==> config.mk <==
export PLATFORM = sky130hd
export DESIGN_NAME = risc_sequencer
export DESIGN_NICKNAME = d
export VERILOG_FILES = /design/src/rtl/risc_sequencer.sv
export SDC_FILE = /design/constraint.sdc
export NUM_CORES = 1
export LEC_CHECK = 0
export CAP_MARGIN = 20
export CORE_ASPECT_RATIO = 0.5
export CORE_MARGIN = 8
export CORE_UTILIZATION = 41
export CTS_BUF_LIST = sky130_fd_sc_hd__clkbuf_4 sky130_fd_sc_hd__clkbuf_8 sky130_fd_sc_hd__clkbuf_16
export CTS_CLUSTER_SIZE = 25
export DETAILED_ROUTE_END_ITERATION = 8
export GPL_ROUTABILITY_DRIVEN = 1
export PLACE_DENSITY = 0.82
export SYNTH_ARGS = -nofsm -noshare
export SYNTH_HDL_FRONTEND = slang
export SYNTH_SLANG_ARGS = --single-unit
==> constraint.sdc <==
create_clock -name clk -period 2.1 [get_ports clk]
set_clock_uncertainty 0.2 [all_clocks]
set_input_delay 0.315 -clock clk [delete_from_list [all_inputs] [get_ports clk]]
set_output_delay 0.315 -clock clk [all_outputs]
set_load 0.05 [all_outputs]
==> src/rtl/risc_sequencer.sv <==
// ============================================================================
// risc_sequencer
// ----------------------------------------------------------------------------
// Instruction-cycle controller for the 8-bit RISC CPU. Every instruction runs
// through an eight-phase fetch/decode/execute loop; the control strobes for
// the address mux, memory, instruction register, accumulator, program counter
// and data-bus driver are decoded combinationally from the current phase, the
// opcode in IR[7:5] and the ALU zero flag.
//
// Opcode map: HLT 000, SKZ 001, ADD 010, AND 011, XOR 100, LDA 101,
//             STO 110, JMP 111.
//
// Parameters
//   IC_W      width of the retired-instruction counter
//   PHASES    phases per instruction (fixed at 8; sets the wrap phase)
//
// Ports
//   clk        in   system clock, rising-edge active
//   rst_n      in   asynchronous active-low reset
//   ena        in   run enable; low at an edge aborts to phase 0
//   opcode     in   IR[7:5], stable from phase 3 through phase 7
//   zero       in   ALU zero flag, consulted in phase 6 only
//   sel        out  address mux select: 1 = PC, 0 = IR operand
//   rd         out  memory read
//   wr         out  memory write
//   ld_ir      out  load instruction register
//   ld_ac      out  load accumulator from ALU result
//   ld_pc      out  load PC from IR operand
//   inc_pc     out  increment PC
//   data_e     out  drive accumulator onto the data bus
//   halt       out  CPU halted (also asserted in phase 4 of a HLT)
//   phase      out  current phase, for debug
//   instr_cnt  out  retired-instruction count, wraps
//   step       in   single-step advance (only with RISC_SEQ_SINGLE_STEP_EN)
//
// Optional feature macro: RISC_SEQ_SINGLE_STEP_EN
//   When defined, the sequencer parks in phase 0 until a rising edge samples
//   step=1 together with ena=1. Holding step high gives free run.
// ============================================================================
module risc_sequencer #(
    parameter int IC_W   = 16,
    parameter int PHASES = 8
) (
    input  logic            clk,
    input  logic            rst_n,
    input  logic            ena,
    input  logic [2:0]      opcode,
    input  logic            zero,
    output logic            sel,
    output logic            rd,
    output logic            wr,
    output logic            ld_ir,
    output logic            ld_ac,
    output logic            ld_pc,
    output logic            inc_pc,
    output logic            data_e,
    output logic            halt,
    output logic [2:0]      phase,
    output logic [IC_W-1:0] instr_cnt
`ifdef RISC_SEQ_SINGLE_STEP_EN
    ,
    input  logic            step
`endif
);

    // ------------------------------------------------------------------
    // Phase and opcode encodings
    // ------------------------------------------------------------------
    typedef enum logic [2:0] {
        PH_INST_ADDR  = 3'd0,
        PH_INST_FETCH = 3'd1,
        PH_INST_LOAD  = 3'd2,
        PH_IDLE       = 3'd3,
        PH_OP_ADDR    = 3'd4,
        PH_OP_FETCH   = 3'd5,
        PH_ALU_OP     = 3'd6,
        PH_STORE      = 3'd7
    } phase_t;

    localparam logic [2:0] OP_HLT = 3'b000;
    localparam logic [2:0] OP_SKZ = 3'b001;
    localparam logic [2:0] OP_ADD = 3'b010;
    localparam logic [2:0] OP_AND = 3'b011;
    localparam logic [2:0] OP_XOR = 3'b100;
    localparam logic [2:0] OP_LDA = 3'b101;
    localparam logic [2:0] OP_STO = 3'b110;
    localparam logic [2:0] OP_JMP = 3'b111;

    // Last phase of the loop; the edge leaving it retires the instruction.
    localparam phase_t PH_LAST = phase_t'(3'(PHASES - 1));

    // ------------------------------------------------------------------
    // State
    // ------------------------------------------------------------------
    phase_t          phase_reg;
    logic            halted_reg;
    logic [IC_W-1:0] instr_cnt_reg;

    // Permission to leave phase 0. Without single-step this is always true.
    logic step_ok;

`ifdef RISC_SEQ_SINGLE_STEP_EN
    assign step_ok = step;
`else
    assign step_ok = 1'b1;
`endif

    // ------------------------------------------------------------------
    // Sequencer FSM
    // Priority: halted (frozen) > ena low (abort) > HLT in phase 4 >
    //           single-step park in phase 0 > normal advance.
    // An abort coincident with HLT in phase 4 therefore never sets halted.
    // ------------------------------------------------------------------
    always_ff @(posedge clk or negedge rst_n) begin
        if (!rst_n) begin
            phase_reg     <= PH_INST_ADDR;
            halted_reg    <= 1'b0;
            instr_cnt_reg <= '0;
        end else if (halted_reg) begin
            // Only reset leaves the halted state; everything is frozen.
            phase_reg     <= PH_INST_ADDR;
        end else if (!ena) begin
            phase_reg     <= PH_INST_ADDR;
        end else if ((phase_reg == PH_OP_ADDR) && (opcode == OP_HLT)) begin
            halted_reg    <= 1'b1;
            phase_reg     <= PH_INST_ADDR;
        end else if ((phase_reg == PH_INST_ADDR) && !step_ok) begin
            phase_reg     <= PH_INST_ADDR;
        end else if (phase_reg == PH_LAST) begin
            phase_reg     <= PH_INST_ADDR;
            instr_cnt_reg <= instr_cnt_reg + 1'b1;
        end else begin
            phase_reg     <= phase_t'(phase_reg + 3'd1);
        end
    end

    // ------------------------------------------------------------------
    // Strobe decode
    // ------------------------------------------------------------------
    logic is_aluop;
    logic is_hlt;
    logic is_skz;
    logic is_sto;
    logic is_jmp;

    // Opcodes whose result comes back through the ALU into the accumulator.
    assign is_aluop = (opcode == OP_ADD) || (opcode == OP_AND) ||
                      (opcode == OP_XOR) || (opcode == OP_LDA);
    assign is_hlt   = (opcode == OP_HLT);
    assign is_skz   = (opcode == OP_SKZ);
    assign is_sto   = (opcode == OP_STO);
    assign is_jmp   = (opcode == OP_JMP);

    always_comb begin
        sel    = 1'b0;
        rd     = 1'b0;
        wr     = 1'b0;
        ld_ir  = 1'b0;
        ld_ac  = 1'b0;
        ld_pc  = 1'b0;
        inc_pc = 1'b0;
        data_e = 1'b0;
        halt   = 1'b0;

        if (halted_reg) begin
            // Halted CPU: every strobe, including sel, is quiet.
            halt = 1'b1;
        end else begin
            case (phase_reg)
                PH_INST_ADDR: begin
                    sel = 1'b1;
                end
                PH_INST_FETCH: begin
                    sel = 1'b1;
                    rd  = 1'b1;
                end
                PH_INST_LOAD, PH_IDLE: begin
                    sel   = 1'b1;
                    rd    = 1'b1;
                    ld_ir = 1'b1;
                end
                PH_OP_ADDR: begin
                    // HLT announces itself here, one edge before halted sets.
                    inc_pc = !is_hlt;
                    halt   = is_hlt;
                end
                PH_OP_FETCH: begin
                    rd = is_aluop;
                end
                PH_ALU_OP: begin
                    rd     = is_aluop;
                    inc_pc = is_skz && zero;
                    ld_pc  = is_jmp;
                    data_e = is_sto;
                end
                PH_STORE: begin
                    rd     = is_aluop;
                    ld_ac  = is_aluop;
                    ld_pc  = is_jmp;
                    wr     = is_sto;
                    data_e = is_sto;
                end
                default: begin
                    sel = 1'b0;
                end
            endcase
        end
    end

    assign phase     = phase_reg;
    assign instr_cnt = instr_cnt_reg;

endmodule

==> impl_metrics.env, run 1 <==
export IMPL_status="finished, violations left"
export IMPL_violations="negative setup slack"
export IMPL_period_share_pct=108
export IMPL_rr_worst_depth=8
export IMPL_syn_nets=116
export IMPL_clock_path_buffers=2
export IMPL_crit_path_end_kind="primary output"
export IMPL_hold_buffers=0
export IMPL_finalCriticalPeriod_ns=2.26
export IMPL_vias_per_cell=5.22
export IMPL_ys_types=29
export IMPL_track_usage_pct=12.9
export IMPL_nets=173
export IMPL_crit_family="flip-flops"
export IMPL_drt_initial_drc_count=41
export IMPL_required_ns=1.58
export IMPL_clock_latency_ns=0.25
export IMPL_setup_viol=12
export IMPL_crit_type="reg2out"
export IMPL_clockRootBuffer="clkbuf_8"
export IMPL_power_density_nw_per_um2=701
export IMPL_path_max_fanout=5
export IMPL_drive_gt1_share_pct=49.4
export IMPL_drc_errors=0
export IMPL_core_area_um2=2590
export IMPL_fin_setup_tns_ns=-0.941
export IMPL_num_vias=1017
export IMPL_slew_viol_final=0
export IMPL_ys_ff_latch=20
export IMPL_syn_to_final_growth_pct=78.8
export IMPL_cts_buffers=3
export IMPL_largest_reg_flops=16
export IMPL_ys_warn_count=0
export IMPL_grt_pass1_vias=993
export IMPL_globalplace_congestion=0.708
export IMPL_clk_pin_slew_ns=0.07
export IMPL_grt_max_degree=15
export IMPL_initial_core_util_pct=43.1
export IMPL_critPathLaunch="phase[0]"
export IMPL_cts_tree="yes"
export IMPL_power_uw=1400
export IMPL_slowest_delay_ns=0.54
export IMPL_drt_pass1_iter_count=4
export IMPL_worstMarginPinSlew_ns=0.507
export IMPL_syn_area_um2=1110
export IMPL_dp_hpwl_um=2290
export IMPL_critPathArrivalTime_ns=1.75
export IMPL_antenna_found_initial=0
export IMPL_wl_um=3340
export IMPL_crit_path_start_kind="flop"
export IMPL_fp_row_count=13
export IMPL_synth_sequential_area_ratio_pct=44.9
export IMPL_slew_headroom_pct=66.1
export IMPL_dieArea_um2=4740
export IMPL_fp_dieH_um=52.9
export IMPL_dieWidth_um=89.7
export IMPL_ir_drop_v=0.000764
export IMPL_rr_startpoint="phase[0]"
export IMPL_h_tree_depth=1
export IMPL_ant_nets=0
export IMPL_ioPinCount=35
export IMPL_crit_cells=6
export IMPL_finalHoldViolations=0
export IMPL_portBuffers=34
export IMPL_cp_cell_sequence="ha_4 -> mux2_2 -> a2bb2oi_1 -> nor2_1 -> nor2_2 -> buf_12"
export IMPL_wl_per_cell_um=17.1
export IMPL_clock_sinks=20
export IMPL_power_leakage_uw=0.000891
export IMPL_maxCapViolations=0
export IMPL_syn_avg_cell_area_um2=10.9
export IMPL_setup_slack_ns=-0.160
export IMPL_grt_pass1_wl_um=4880
export IMPL_fmax_ghz=0.442
export IMPL_grt_setup_unrepaired="true"
export IMPL_antenna_cells=0
export IMPL_path_buf_inv=1
export IMPL_synthCells=102
export IMPL_critical_path_slowest_cell="dfrtp_4"
export IMPL_postLayoutCoreUtil_pct=77.0
export IMPL_grt_overflow_total=0
export IMPL_hold_path_class="in2async"
-- per-layer routing --
metal,vias to the layer above,share of wire (%),global-route usage (%)
li1,480,-,-
met1,506,41,14.3
met2,27,54,25.1
met3,4,3.3,3.52
met4,0,1.4,2.49
met5,-,0,0
-- logic make-up (layout without fill, tap and decap cells) --
| group | count (synthesis) | after routing | synth area share [%] |
|---|---|---|---|
| multiplexers | 2 | 2 | 2.02 |
| AND/OR/NAND/NOR | 41 | 41 | 22.0 |
| buffers and inverters | 6 | 62 | 2.13 |
| adder cells (fa/ha/maj) | 7 | 7 | 7.86 |
| flip-flops | 20 | 20 | 44.9 |
| AO/OA/AOI/OAI | 10 | 10 | 8.43 |
| XOR/XNOR | 16 | 16 | 12.6 |
-- area by class of cell --
cell class / count / area (um^2)
inverters: 4 / 17.5
multi-input cells: 76 / 815
repair buffers: 54 / 551
well taps: 37 / 46.3
clock buffers: 4 / 55.1
flip-flops and latches: 20 / 507
fillers: 157 / 596
-- synth_stat cells --
cell	count	area (um^2)
a21oi_1	3	15.0
a2bb2oi_1	1	8.76
a311oi_2	1	15.0
a311oi_4	1	26.3
a31oi_1	3	18.8
a41o_1	1	10.0
and3_1	3	18.8
and4_1	3	26.3
buf_2	1	5.00
clkbuf_1	1	3.75
dfrtp_1	20	500
ha_1	7	87.6
inv_1	4	15.0
mux2_2	2	22.5
nand2_1	5	18.8
nand3_1	6	30.0
nand4_1	4	25.0
nand4_2	1	12.5
nand4b_1	1	8.76
nor2_1	9	33.8
nor3_1	2	10.0
nor3_4	1	16.3
nor3b_1	1	7.51
nor4_1	1	6.26
nor4b_1	2	17.5
or2b_1	1	7.51
or3_1	1	6.26
xnor2_1	12	105
xor2_1	4	35.0
-- path summary, 6_finish.rpt --
path	slack [ns]	to
min in group clk	0.30	instr_cnt[11]
max in group asynchronous	1.10	instr_cnt[13]
worst min-delay path	0.11	instr_cnt[1]
worst max-delay path	-0.16	rd
worst min register to register	0.30	instr_cnt[11]
worst max register to register	-0.03	instr_cnt[3]
-- repair_timing --
action / CTS / global route
setup endpoints to repair: 8 / 18
buffers inserted: 4 / 5
gates resized for setup: 10 / 11
pin swaps: 10 / 16
-- worst reg2reg max path, delay by kind of cell (launching register included) --
| kind | cells | cell delay (ns) |
|---|---|---|
| fa+ha+maj | 2 | 0.32 |
| simple gates | 2 | 0.17 |
| flops | 1 | 0.48 |
| buf+inv | 2 | 0.30 |
| xor+xnor | 1 | 0.13 |
| compound gates | 1 | 0.43 |
-- cell usage in the layout, fill, tap and decap left out, types with 2 or more instances in the layout --
cell / netlist / final
nor4b_4: 0 / 2
dlygate4sd2_1: 0 / 2
dfrtp_1: 20 / 17
nor3_4: 1 / 2
xor2_1: 4 / 4
buf_4: 0 / 30
dfrtp_2: 0 / 2
mux2_2: 2 / 2
and3_1: 3 / 3
nand3_1: 6 / 6
nor2_1: 9 / 4
ha_4: 0 / 6
clkdlybuf4s50_1: 0 / 9
a311oi_4: 1 / 2
buf_12: 0 / 8
a31oi_4: 0 / 2
clkbuf_8: 0 / 4
a21oi_4: 0 / 2
buf_6: 0 / 4
and4_1: 3 / 3
xnor2_1: 12 / 12
nand2_1: 5 / 5
nand4_1: 4 / 4
inv_1: 4 / 2
nor2_2: 0 / 5
-- power breakdown --
part | switching (uW) | internal (uW)
registers | 34.7 | 407
logic | 386 | 282
clock network | 120 | 167
-- through the flow --
step                      hold slack [ns]  instances  instance area [um^2]  worst slack [ns]
after floorplan                    -0.181        102                  1260           -0.0438
after global routing                0.122        195                  1990            -0.235
final                               0.108        195                  1990            -0.160
after CTS                           0.124        190                  1890            -0.132
after global placement              0.261        182                  1760           -0.0640
after detailed placement            0.261        182                  1760            -0.146
Power figures use the tool's default switching activity.
==> inputs of run 2 (changes only) <==
--- a/config.mk
+++ b/config.mk
@@ -5,7 +5,6 @@
 export SDC_FILE = /design/constraint.sdc
 export NUM_CORES = 1
 export LEC_CHECK = 0
-export CAP_MARGIN = 20
 export CORE_ASPECT_RATIO = 0.5
 export CORE_MARGIN = 8
 export CORE_UTILIZATION = 41
==> results of run 2 <==
Final layout, timing and power as in run 1 (identical DEF).
